$ cat src/rtl/sensor_sched_pkg.sv
// Shared types, command bytes and helpers for the sensor poll scheduler.
package sensor_sched_pkg;

  typedef enum logic [2:0] {
    IDLE,
    ISSUE,
    WAIT_ACK,
    WAIT_DONE,
    RECOVER
  } sched_state_t;

  localparam logic [7:0] CMD_TEMP = 8'h54;  // 'T'
  localparam logic [7:0] CMD_DIST = 8'h44;  // 'D'

  function automatic logic is_legal_cmd(input logic [7:0] cmd);
    return (cmd == CMD_TEMP) || (cmd == CMD_DIST);
  endfunction

endpackage

$ cat src/rtl/period_timer.sv
// Free-running auto-poll period counter; tick pulses on the wrap cycle.
module period_timer #(
  parameter int unsigned PERIOD_CYCLES = 100_000_000,
  parameter int unsigned CNT_W         = 32
) (
  input  logic clk,
  input  logic rst,
  input  logic enable,
  output logic tick
);

  logic [CNT_W-1:0] r_cnt;
  logic             w_wrap;

  assign w_wrap = enable && (r_cnt == CNT_W'(PERIOD_CYCLES - 1));
  assign tick   = w_wrap;

  // Count while enabled, wrap at PERIOD_CYCLES-1, clear when disabled.
  always_ff @(posedge clk or negedge rst) begin
    if (!rst)         r_cnt <= '0;
    else if (!enable) r_cnt <= '0;
    else if (w_wrap)  r_cnt <= '0;
    else              r_cnt <= r_cnt + CNT_W'(1);
  end

endmodule

$ cat src/rtl/sensor_poll_scheduler.sv
// Single-outstanding command sequencer between host/auto-poll sources and
// the sensor crossbar, with timeout recovery via a local crossbar reset.
module sensor_poll_scheduler
  import sensor_sched_pkg::*;
#(
  parameter int unsigned PERIOD_CYCLES  = 100_000_000,
  parameter int unsigned ACK_CYCLES     = 4,
  parameter int unsigned TIMEOUT_CYCLES = 50_000_000,
  parameter int unsigned CNT_W          = 32
) (
  input  logic       clk,
  input  logic       rst,
  input  logic       enable,
  input  logic [7:0] host_cmd,
  input  logic       host_cmd_valid,
  output logic       host_cmd_ready,
  output logic [7:0] xbar_cmd,
  output logic       xbar_cmd_valid,
  input  logic       xbar_ready_to_act,
  output logic       xbar_rst_n,
  output logic       busy,
  output logic       last_src,
  output logic       bad_cmd,
  output logic       timeout_err,
  output logic [7:0] err_cnt
);

  sched_state_t     r_state, w_next;
  logic [CNT_W-1:0] r_to_cnt;
  logic             r_started;
  logic             r_auto_pending;
  logic             r_auto_dist;     // 0: next auto command is T, 1: D
  logic             r_rec_second;
  logic             w_tick;
  logic             w_can_issue;
  logic             w_host_take;
  logic             w_issue;
  logic             w_auto_issue;
  logic             w_bad;
  logic             w_issue_src;
  logic [7:0]       w_issue_cmd;

  logic [7:0] r_xbar_cmd;
  logic       r_xbar_cmd_valid;
  logic       r_xbar_rst_n;
  logic       r_busy;
  logic       r_last_src;
  logic       r_bad_cmd;
  logic       r_timeout_err;
  logic [7:0] r_err_cnt;

  period_timer #(
    .PERIOD_CYCLES(PERIOD_CYCLES),
    .CNT_W        (CNT_W)
  ) u_period_timer (
    .clk   (clk),
    .rst   (rst),
    .enable(enable),
    .tick  (w_tick)
  );

  // r_started keeps the handshake low until the first edge after reset.
  assign w_can_issue    = r_started && xbar_ready_to_act && r_xbar_rst_n;
  assign host_cmd_ready = (r_state == IDLE) && w_can_issue;
  assign w_host_take    = host_cmd_valid && host_cmd_ready;

  // Next-state, arbitration and issue decode.
  always_comb begin
    w_next       = r_state;
    w_issue      = 1'b0;
    w_auto_issue = 1'b0;
    w_bad        = 1'b0;
    w_issue_src  = r_last_src;
    w_issue_cmd  = r_xbar_cmd;
    case (r_state)
      IDLE: begin
        if (w_host_take) begin
          if (is_legal_cmd(host_cmd)) begin
            w_next      = ISSUE;
            w_issue     = 1'b1;
            w_issue_cmd = host_cmd;
            w_issue_src = 1'b0;
          end else begin
            w_bad = 1'b1;
          end
        end else if (r_auto_pending && w_can_issue) begin
          w_next       = ISSUE;
          w_issue      = 1'b1;
          w_auto_issue = 1'b1;
          w_issue_cmd  = r_auto_dist ? CMD_DIST : CMD_TEMP;
          w_issue_src  = 1'b1;
        end
      end
      ISSUE:    w_next = WAIT_ACK;
      WAIT_ACK: begin
        if (!xbar_ready_to_act)                          w_next = WAIT_DONE;
        else if (r_to_cnt >= CNT_W'(ACK_CYCLES - 1))     w_next = RECOVER;
      end
      WAIT_DONE: begin
        if (xbar_ready_to_act)                           w_next = IDLE;
        else if (r_to_cnt >= CNT_W'(TIMEOUT_CYCLES - 1)) w_next = RECOVER;
      end
      RECOVER:  if (r_rec_second) w_next = IDLE;
      default:  w_next = IDLE;
    endcase
  end

  // State register plus the transaction timeout and recovery phase counters.
  always_ff @(posedge clk or negedge rst) begin
    if (!rst) begin
      r_state      <= IDLE;
      r_to_cnt     <= '0;
      r_rec_second <= 1'b0;
      r_started    <= 1'b0;
    end else begin
      r_state      <= w_next;
      r_rec_second <= (r_state == RECOVER) && !r_rec_second;
      r_started    <= 1'b1;
      if (r_state == ISSUE)
        r_to_cnt <= '0;
      else if ((r_state == WAIT_ACK) || (r_state == WAIT_DONE))
        r_to_cnt <= r_to_cnt + CNT_W'(1);
    end
  end

  // Auto-poll request latch and T/D alternation; untouched by recovery.
  always_ff @(posedge clk or negedge rst) begin
    if (!rst) begin
      r_auto_pending <= 1'b0;
      r_auto_dist    <= 1'b0;
    end else begin
      if (!enable)           r_auto_pending <= 1'b0;
      else if (w_tick)       r_auto_pending <= 1'b1;
      else if (w_auto_issue) r_auto_pending <= 1'b0;
      if (w_auto_issue) r_auto_dist <= ~r_auto_dist;
    end
  end

  // Registered outputs, derived from the state being entered.
  always_ff @(posedge clk or negedge rst) begin
    if (!rst) begin
      r_xbar_cmd       <= '0;
      r_xbar_cmd_valid <= 1'b0;
      r_xbar_rst_n     <= 1'b1;
      r_busy           <= 1'b0;
      r_last_src       <= 1'b0;
      r_bad_cmd        <= 1'b0;
      r_timeout_err    <= 1'b0;
      r_err_cnt        <= '0;
    end else begin
      r_xbar_cmd_valid <= w_issue;
      r_xbar_rst_n     <= (w_next != RECOVER);
      r_busy           <= (w_next != IDLE);
      r_bad_cmd        <= w_bad;
      r_timeout_err    <= (w_next == RECOVER) && (r_state != RECOVER);
      if (w_issue) begin
        r_xbar_cmd <= w_issue_cmd;
        r_last_src <= w_issue_src;
      end
      if ((w_next == RECOVER) && (r_state != RECOVER) && (r_err_cnt != 8'hFF))
        r_err_cnt <= r_err_cnt + 8'd1;
    end
  end

  assign xbar_cmd       = r_xbar_cmd;
  assign xbar_cmd_valid = r_xbar_cmd_valid;
  assign xbar_rst_n     = r_xbar_rst_n & rst;
  assign busy           = r_busy;
  assign last_src       = r_last_src;
  assign bad_cmd        = r_bad_cmd;
  assign timeout_err    = r_timeout_err;
  assign err_cnt        = r_err_cnt;

endmodule

$ cat config.mk
export PLATFORM = sky130hd
export DESIGN_NAME = sensor_poll_scheduler
export DESIGN_NICKNAME = d
export VERILOG_FILES = /design/src/rtl/sensor_sched_pkg.sv /design/src/rtl/period_timer.sv /design/src/rtl/sensor_poll_scheduler.sv
export SDC_FILE = /design/constraint.sdc
export NUM_CORES = 1
export LEC_CHECK = 0
export CAP_MARGIN = 20
export CORE_AREA = 4 4 106 108
export DETAILED_ROUTE_END_ITERATION = 16
export DIE_AREA = 0 0 110 112
export PLACE_DENSITY = 0.66
export SLEW_MARGIN = 5
export SYNTH_ARGS = -nofsm -noshare
export SYNTH_HDL_FRONTEND = slang
export SYNTH_SLANG_ARGS = --single-unit
$ cat constraint.sdc
create_clock -name clk -period 2.3 [get_ports clk]
set_input_delay 0.575 -clock clk [delete_from_list [all_inputs] [get_ports clk]]
set_output_delay 0.575 -clock clk [all_outputs]
set_load 0.05 [all_outputs]
# After elaboration in Yosys (flattened, before gate mapping)
# Index checks and enable logic that the tools add are counted.
[totals]
reg_bits = 93
input_bits = 13
wordCells = 84
[classes]
addsub = 3
n_lt_le_gt_ge = 2
eq_ne = 13
muxes = 32
bitwise = 2
reduce_logical = 17
[ops]
columns = ["op", "n"]
rows = [
  ["two-way mux 32 bit", 4],
  ["adder 32 x 1 -> 32 bit (second input constant)", 2],
  ["equality test 32 x 27 -> 1 bit (second input constant)", 1],
  ["greater-or-equal comparator 32 x 2 -> 1 bit (second input constant)", 1],
  ["greater-or-equal comparator 32 x 26 -> 1 bit (second input constant)", 1],
  ["two-way mux 3 bit", 8],
  ["two-way mux 8 bit", 3],
  ["equality test 8 x 7 -> 1 bit (second input constant)", 2],
  ["two-way mux 1 bit", 15],
  ["one-hot mux 3 bit (5 select lines)", 1],
  ["logical AND 1 bit", 9],
  ["adder 8 x 1 -> 8 bit (second input constant)", 1],
  ["!= test 8 bit (second input constant)", 1],
  ["equality test 3 x 2 -> 1 bit (second input constant)", 2],
  ["equality test 3 bit (second input constant)", 2],
  ["!= test 3 bit (second input constant)", 2],
  ["two-way mux 5 bit", 1],
  ["AND reduction 4 bit", 1],
  ["nonzero test 2 bit", 2],
  ["equality test 3 x 1 -> 1 bit (second input constant)", 1],
  ["logical NOT 3 bit", 1],
  ["!= test 3 x 1 -> 1 bit (second input constant)", 1],
  ["nonzero test 3 bit", 1],
  ["logical OR 1 bit", 2],
  ["other kinds (4)", 4],
]

# Logic depth before layout (Yosys ltp)
[logic_depth]
ltp_word = 9
mapped_depth = 8
depth_no_buf = 7

# Cells and area by module
# A second synthesis with hierarchy kept.
[unflattened]
hier_cells = 472
hier_area_um2 = 4712.0
[modules_own_cells]
columns = ["mod", "instances", "cells_each", "area_each_um2", "seq_area_each_um2"]
rows = [
  ["sensor_poll_scheduler", 1, 289, 2887.8, 1527.7],
  ["period_timer", 1, 183, 1824.2, 800.8],
]

# Least setup slack after synthesis
# Ideal clock, no wire load.
[synth_path]
kind = "register to register"
from = "register r_to_cnt[0]"
to = "register r_err_cnt[6], in the netlist err_cnt[6]"
arrival_time_ns = 2.236
required_ns = 2.172
path_slack_ns = -0.064
stages_incl_launch_ff = 9
path_buffers = 1
period_less_slack_ns = 2.364
path_cell_list = "dfrtp_1 > ha_1 > nor4_1 > nand3_1 > or4_4 > and4_1 > buf_2 > o2111ai_1 > mux2_1"
[synth_via]
elab_chain_len = 7
[synth_lines]
columns = ["item", "line_no", "rtl"]
rows = [
  ["start: declaration", "sensor_poll_scheduler.sv:29", "logic [CNT_W-1:0] r_to_cnt;"],
  ["start signal: assignment", "sensor_poll_scheduler.sv:122", "r_to_cnt <= r_to_cnt + CNT_W'(1);"],
  ["greater-or-equal comparator 32 x 26 -> 1 bit / greater-or-equal comparator 32 x 2 -> 1 bit (equally long branches)", "sensor_poll_scheduler.sv:101, sensor_poll_scheduler.sv:97", ""],
  ["two-way mux 3 bit, on equally long branches", "sensor_poll_scheduler.sv:101, sensor_poll_scheduler.sv:97", ""],
  ["two-way mux 3 bit, on equally long branches", "sensor_poll_scheduler.sv:100, sensor_poll_scheduler.sv:96", ""],
  ["one-hot mux 3 bit (5 select lines) *", "sensor_poll_scheduler.sv:75", "case (r_state)"],
  ["equality test 3 bit *", "sensor_poll_scheduler.sv:160", "if ((w_next == RECOVER) && (r_state != RECOVER) && (r_err_cnt != 8'hFF))"],
  ["logical AND 1 bit * (2 in series)", "sensor_poll_scheduler.sv:160", ""],
  ["end signal: assignment", "sensor_poll_scheduler.sv:161", "r_err_cnt <= r_err_cnt + 8'd1;"],
  ["end: declaration", "sensor_poll_scheduler.sv:50", "logic [7:0] r_err_cnt;"],
]
# Every way passes the cells marked *; elsewhere a longest branch is shown, timed or not.
# A chain may end at the register's enable or synchronous reset.

# Worst setup path in the final report
[layout_path]
from = "register r_to_cnt[0]"
to = "register r_busy, in the netlist busy"
[layout_via]
elab_chain_len = 5
[layout_lines]
columns = ["item", "line_no", "rtl"]
rows = [
  ["greater-or-equal comparator 32 x 26 -> 1 bit / greater-or-equal comparator 32 x 2 -> 1 bit (equally long branches)", "sensor_poll_scheduler.sv:101, sensor_poll_scheduler.sv:97", ""],
  ["two-way mux 3 bit, on equally long branches", "sensor_poll_scheduler.sv:101, sensor_poll_scheduler.sv:97", ""],
  ["two-way mux 3 bit, on equally long branches", "sensor_poll_scheduler.sv:100, sensor_poll_scheduler.sv:96", ""],
  ["one-hot mux 3 bit (5 select lines) *", "sensor_poll_scheduler.sv:75", ""],
  ["nonzero test 3 bit *", "sensor_poll_scheduler.sv:153", "r_busy <= (w_next != IDLE);"],
  ["end signal: assignment", "sensor_poll_scheduler.sv:153", ""],
  ["end: declaration", "sensor_poll_scheduler.sv:46", "logic r_busy;"],
]
# Marked as above.

==> out/metrics.csv <==
metric;value;unit
Comb power frac;26.9;%
worst-case vdd ir drop;0.000548;V
DRC Markers;0;
Crit. End Element;register;
Reg2Reg Launch Point;r_to_cnt[0]$_DFFE_PN0P_;
post-synth top area share;50.7;%
hold_ws;0.280;ns
IO Count;36;
CP Launch Type;register;
largest net degree at the start of global routing;94;
routability congestion estimate;0.865;
Inst Count DP;670;
CTS Root Cell;clkbuf_8;
Flop pwr share;46.6;%
Commonest cells post-synth;dfrtp_1, nor2_1, nand2_1;
Finished Layout Cells;688;
post-route cell area;0.00568;sq mm
Max Transition Viols Final;0;
Main synth FF type;dfrtp_1;
Slew Limit Headroom;65.0;%
M2 GR Usage;25.2;%
Yosys cell types;51;
Critical Path RT;2.55;ns
Detail Route Antenna Nets;0;
Synth Warn #;0;
crit-path max FO;3;
clock latency on the worst-skew pair;0.36;ns
Starting Density;44.4;%
Detailed Route WL;9.46;mm
asr flop ratio synth;100;%
flops & latches, synth;93;
final core occ;55.5;%
Reg clk slew, reported paths;0.09;ns
Switch Pwr;1.28;mW
TritonCTS buffer count;9;
met3 GRT Util;3.19;%
crit path DAT;2.52;ns
internal power;2.74;mW
Remaining Overflow, GRT;0;
Area contributors post-synth;dfrtp_1, nor2_1, xor2_1, xnor2_1, nand3_1;
sequential-to-total area share from yosys stat;51.3;%
die area;0.0123;sq mm
Net Sw Frac;31.7;%
Worst-Margin Slew;0.523;ns
syn_area_per_cell;9.80;sq um
GRT Overall Usage;16.2;%
Port-buffer cells;35;
Post-DP Area;0.00543;sq mm
Syn Nets;479;
drt wl/cell;13.8;um
Pleak;2.55;nW
Gate Count Post-Synth;463;
Tot Pwr;4.02;mW
CTS H-Tree Depth;3;
FP Rows;37;
Fin Setup TNS;0;ns
EDFF count, synth;0;
Place WS;-0.110;ns
die width;110;um
clock power share;26.5;%
largest area contributor in the netlist;dfrtp_1;
Area growth syn-to-layout;25.1;%
synthesized cell area;0.00454;sq mm
RR Endpoint;busy$_DFF_PN0_;
Max Freq;0.441;GHz
CTS tree;built;
GR Util met1;21.9;%
reg2reg path depth;7;
Crit Path Class;reg2reg;
clock skew;0.0124;ns
core area;0.0102;sq mm
drt first-iter violations;194;
Tightest Hold Check Type;in2async;
Final setup viols;0;
minimum clock period;2.27;ns
worst reg2reg setup slack;0.03;ns
clock sink count;93;
most numerous cell in the Yosys netlist;dfrtp_1;
cts hold-fix bufs;0;
share of layout cells above drive strength 1;16.5;%
vias in the first global route;3542;
fin nets;563;
Final Hold Violating Endpoints;0;
Post-DP HPWL;6.74;mm
drt first pass iters;4;
PnR worst setup slack;0.0300;ns
initial antenna violation count;0;
maxcap violations;0;
global-route wire length before repair;16.1;mm
PD cells;708;mW/mm^2
Die Y;112;um
period utilisation layout;98.7;%
status;completed;
vias per cell;5.29;
clock buffer depth;2;
GRT Max-Usage Layer;met2;
unrepaired setup endpoints after global routing;yes;
# diodes;0;
Vias;3641;
[power by group through the flow]
stage / Sequential (mW) / Clock [mW] / Combinational, mW
after global routing: 1.89 / 1.17 / 1.17
after CTS: 1.87 / 1.10 / 1.05
after global placement: 1.89 / 0 / 1.02
after floorplan: 2.02 / 0 / 0.472
final: 1.87 / 1.07 / 1.08
after detailed placement: 1.89 / 0 / 1.04
[layout by cell type, fill, tap and decap left out, drive strengths merged, types with 2 or more instances in the layout]
cell type	n
nand3	29
buf	53
a21oi	10
nand2b	2
nor3b	2
xor2	31
nor2b	6
and4	10
o21bai	2
and3	10
mux2	2
clkinv	3
ha	3
nand2	37
nand4	18
clkdlybuf4s50	31
o211ai	2
and2	3
o21ai	15
nor3	11
or3	7
clkinvlp	2
nor4	13
xnor2	29
or2	4
dfrtp	92
nor2	76
mux2i	3
nor4b	2
o2111ai	2
inv	13
clkbuf	10
a211o	2
[cell families (layout without fill, tap and decap cells)]
group | count (synthesis) | count (layout) | synth area share (%)
AND/OR/NAND/NOR | 235 | 235 | 27.0
flip-flops | 93 | 93 | 51.3
XOR/XNOR | 60 | 60 | 11.6
AO/OA/AOI/OAI | 41 | 41 | 5.90
buffers and inverters | 25 | 114 | 2.15
multiplexers | 5 | 5 | 1.16
adder cells (fa/ha/maj) | 3 | 3 | 0.827
other | 1 | 1 | 0.0826
[worst max-delay path: stages (launching register included)]
cell and delay (ns):
dfrtp_1 0.42, ha_4 0.19, nor4_4 0.21, nand3_1 0.13, or4_4 0.46, a32o_1 0.25, a21oi_2 0.14, or3b_1 0.35
[state kept, by name (all words and copies together), names as in the netlist]
name                  count
r_auto_pending            1
timeout_err               1
xbar_cmd_valid            1
r_auto_dist               1
busy                      1
bad_cmd                   1
u_period_timer.r_cnt     32
r_state                   3
xbar_cmd                  8
r_to_cnt                 32
r_rec_second              1
r_started                 1
last_src                  1
err_cnt                   8
r_xbar_rst_n              1
[area by class of cell]
type                            count  area (sq um)
Clock buffer                       10           128
Timing Repair Buffer               85           767
Fill cell                         893          4550
Tap cell                          136           170
Clock inverter                      6          63.8
Inverter                           13          48.8
Sequential cell                    93          2330
Multi-Input combinational cell    345          2170
[layer usage]
layer | vias up | share of wire (%)
met3 | 17 | 4.8
met4 | 0 | 1.6
met1 | 1781 | 47
met2 | 68 | 46
li1 | 1775 | -
met5 | - | 0
[repair_timing]
item | in CTS | in global routing
pin swaps | 2 | 2
gates resized for setup | 5 | 4
endpoints found under the hold margin | 0 | 0
setup endpoints to repair | 11 | 10
setup buffers | 0 | 2
[how the worst max path moves through the flow]
stage | start | endpoint | slack [ns] | cells past startpoint
after floorplan | r_to_cnt[0]$_DFFE_PN0P_ | err_cnt[1]$_DFFE_PN0P_ | 0.003 | 8
after global placement | xbar_ready_to_act | host_cmd_ready | -0.10 | 5
after detailed placement | r_to_cnt[1]$_DFFE_PN0P_ | err_cnt[6]$_DFFE_PN0P_ | -0.11 | 7
after CTS | r_to_cnt[0]$_DFFE_PN0P_ | busy$_DFF_PN0_ | -0.03 | 7
after global routing | r_to_cnt[0]$_DFFE_PN0P_ | busy$_DFF_PN0_ | -0.04 | 7
final | r_to_cnt[0]$_DFFE_PN0P_ | busy$_DFF_PN0_ | 0.03 | 7
Note: power is estimated with default switching activity, not from simulation.
==> edit (same settings) <==
The 5 states of `sched_state_t` get a one-hot encoding in 5 bits.
--- a/src/rtl/sensor_sched_pkg.sv
+++ b/src/rtl/sensor_sched_pkg.sv
@@ -1,12 +1,12 @@
 // Shared types, command bytes and helpers for the sensor poll scheduler.
 package sensor_sched_pkg;
 
-  typedef enum logic [2:0] {
-    IDLE,
-    ISSUE,
-    WAIT_ACK,
-    WAIT_DONE,
-    RECOVER
+  typedef enum logic [4:0] {
+    IDLE      = 5'b00001,
+    ISSUE     = 5'b00010,
+    WAIT_ACK  = 5'b00100,
+    WAIT_DONE = 5'b01000,
+    RECOVER   = 5'b10000
   } sched_state_t;
 
   localparam logic [7:0] CMD_TEMP = 8'h54;  // 'T'
Behaviour: no difference found for any inputs over 10 cycles, from zero or initial values and one cycle with rst low; not proved beyond that.
==> edit against the unedited design <==
  * Worst setup slack improved by 46 ps
  * Sequential cell count is 2 higher
  * Clock skew is 4.7 ps lower
  * Wire length up 5.5%
  * Synthesized area rose by 2.3%
  * Maximum frequency is 2.1% higher
  * Final area grew 0.24%
  * Largest cell class unchanged
Power is not compared: it rests on default switching activity, and its combinational part moved more than twofold at a synthesized area within 25%.
==> edit: results (changes against the unedited design) <==
power_and_ir_drop:
  power.internal_w: 0.00240
  finalPower_w: 0.00316
  power.leakage_nw: 2.57
place:
  portBuffers: 35  # unchanged
  detailedPlacementHpwl_um: 6990  # +3.8%
  pre_cts_ws_ps: 30.1  # +141 ps
  finalWeightedCongestion: 0.831  # -3.9%
cts:
  clk_root_buffer_cell: "sky130_fd_sc_hd__clkbuf_8"
  ctsHtreeMaxLevel: 3  # unchanged
final_layout:
  fin_nets: 560  # -0.53%
  regs_by_ff_count: "r_to_cnt: 32 flops, u_period_timer.r_cnt: 32 flops"
  layout.filler_cells: 924  # +3.5%
  share_of_layout_cells_above_drive_strength_1_pct: 14.9  # -1.5 points
synth:
  synth.top_cells.by_count: "sky130_fd_sc_hd__dfrtp_1, sky130_fd_sc_hd__nor2_1, sky130_fd_sc_hd__nand3_1, sky130_fd_sc_hd__xnor2_1, sky130_fd_sc_hd__nand2_1"
  synth_sequential_area_ratio_pct: 51.3  # about the same
  most_area_consuming_cells_after_synthesis: "sky130_fd_sc_hd__dfrtp_1, sky130_fd_sc_hd__nor2_1, sky130_fd_sc_hd__xnor2_1"
  synthesized_net_count: 487  # +1.7%
  synth-warning-count: 0  # unchanged
  ys_types: 49  # -3.9%
sta:
  finalClockSkew_ps: 7.75  # -4.66 ps
  max-slew-margin-rel_pct: 61.4  # -3.7 points
grt:
  use_met1_pct: 22.1  # +0.18 points
  grtUsageTotal_pct: 17.4  # +1.1 points
  grt_max_degree: 96  # +2.1%
  met3_track_usage_gr_pct: 5.04  # +1.9 points
  grt_first_pass_wirelength_um: 17200  # +6.4%
  global_route.usage.met2_pct: 28.5  # +3.3 points
critical_path:
  path_max_fanout: 5  # +2
  crit_path_arrival_time_ps: 1650  # -870 ps
  timing.rr.end: "err_cnt[1]"
  critPathMaxStageDelay_ps: 460  # about the same
  timing.critical_path.slowest_stage_cell: "sky130_fd_sc_hd__dfrtp_2"
  worst-r2r-cell-count: 6  # -1
  r2r-start: "r_to_cnt[24]"
  timing.critical_path.max_delay_family: "simple AND/OR/NAND/NOR gates"
  worst-r2r-setup-slack_ps: 80  # +50 ps
detailed_routing:
  met3_length_um: 322  # -28%
  dr.first_iter.drc_count: 168  # -13%
  vias: 3601  # -1.1%
  wl_met2_um: 5050  # +15%
  detail_route.wirelength.met1_um: 4450  # -0.47%
  wire_per_inst_um: 14.6  # +5.9%
outcome:
  outcome: "finished, final reports clean"
[edit: cell count changes in the layout (fill, tap and decap cells not counted), sizes merged, moves of 3 or more]
cell	change
nor3	+3
mux2i	-3
and3	+5
and4	-3
buf	-10
nand3	+8
inv	-3
nor2	+7
nand2	-3
xnor2	+5
o21ai	-6
[edit: area by class of cell]
cell class,count,area (um2),share of cell area [%]
flip-flops and latches,95,2380,41.9
repair buffers,75,681,12.0
inverters,7,28.8,0.506
multi-input cells,356,2200,38.7
clock inverters,7,103,1.80
clock buffers,9,124,2.18
well taps,136,170,2.99
[edit: how the worst max path moves through the flow]
stage	start	end	slack, ps	depth (start not counted)
2_1_floorplan	r_state[3]	host_cmd_ready	40	6
3_3_place_gp	xbar_ready_to_act	host_cmd_ready	30	5
4_1_cts	r_state[2]	host_cmd_ready	-2	5
3_5_place_dp	xbar_ready_to_act	host_cmd_ready	30	5
6_report	r_state[2]	host_cmd_ready	80	5
5_1_grt	r_state[2]	host_cmd_ready	-30	5
[edit: metrics by stage]
stage               hold slack (ps)  cells  utilization [%]  area [um2]
detailed placement              432    663             52.6        5380
floorplan                       279    471                -        4640
finish                          240    685             55.6        5690
CTS                             274    683             55.3        5660
global placement                440    663             52.6        5380
global route                    281    685             55.6        5690
[edit: what timing repair did]
action / in CTS / in global routing
setup endpoints to repair: 1 / 10
setup buffers: 4 / 2
gates resized for setup: 6 / 5
pin swaps: 0 / 4
[edit: cell families after synthesis]
family	Yosys count	share of synthesized area [%]
AND/OR/NAND/NOR	253	28.4
flip-flops	95	51.3
XOR/XNOR	64	12.1
AO/OA/AOI/OAI	34	5.10
buffers and inverters	20	1.97
adder cells (fa/ha/maj)	3	0.809
other	1	0.0808
multiplexers	1	0.323
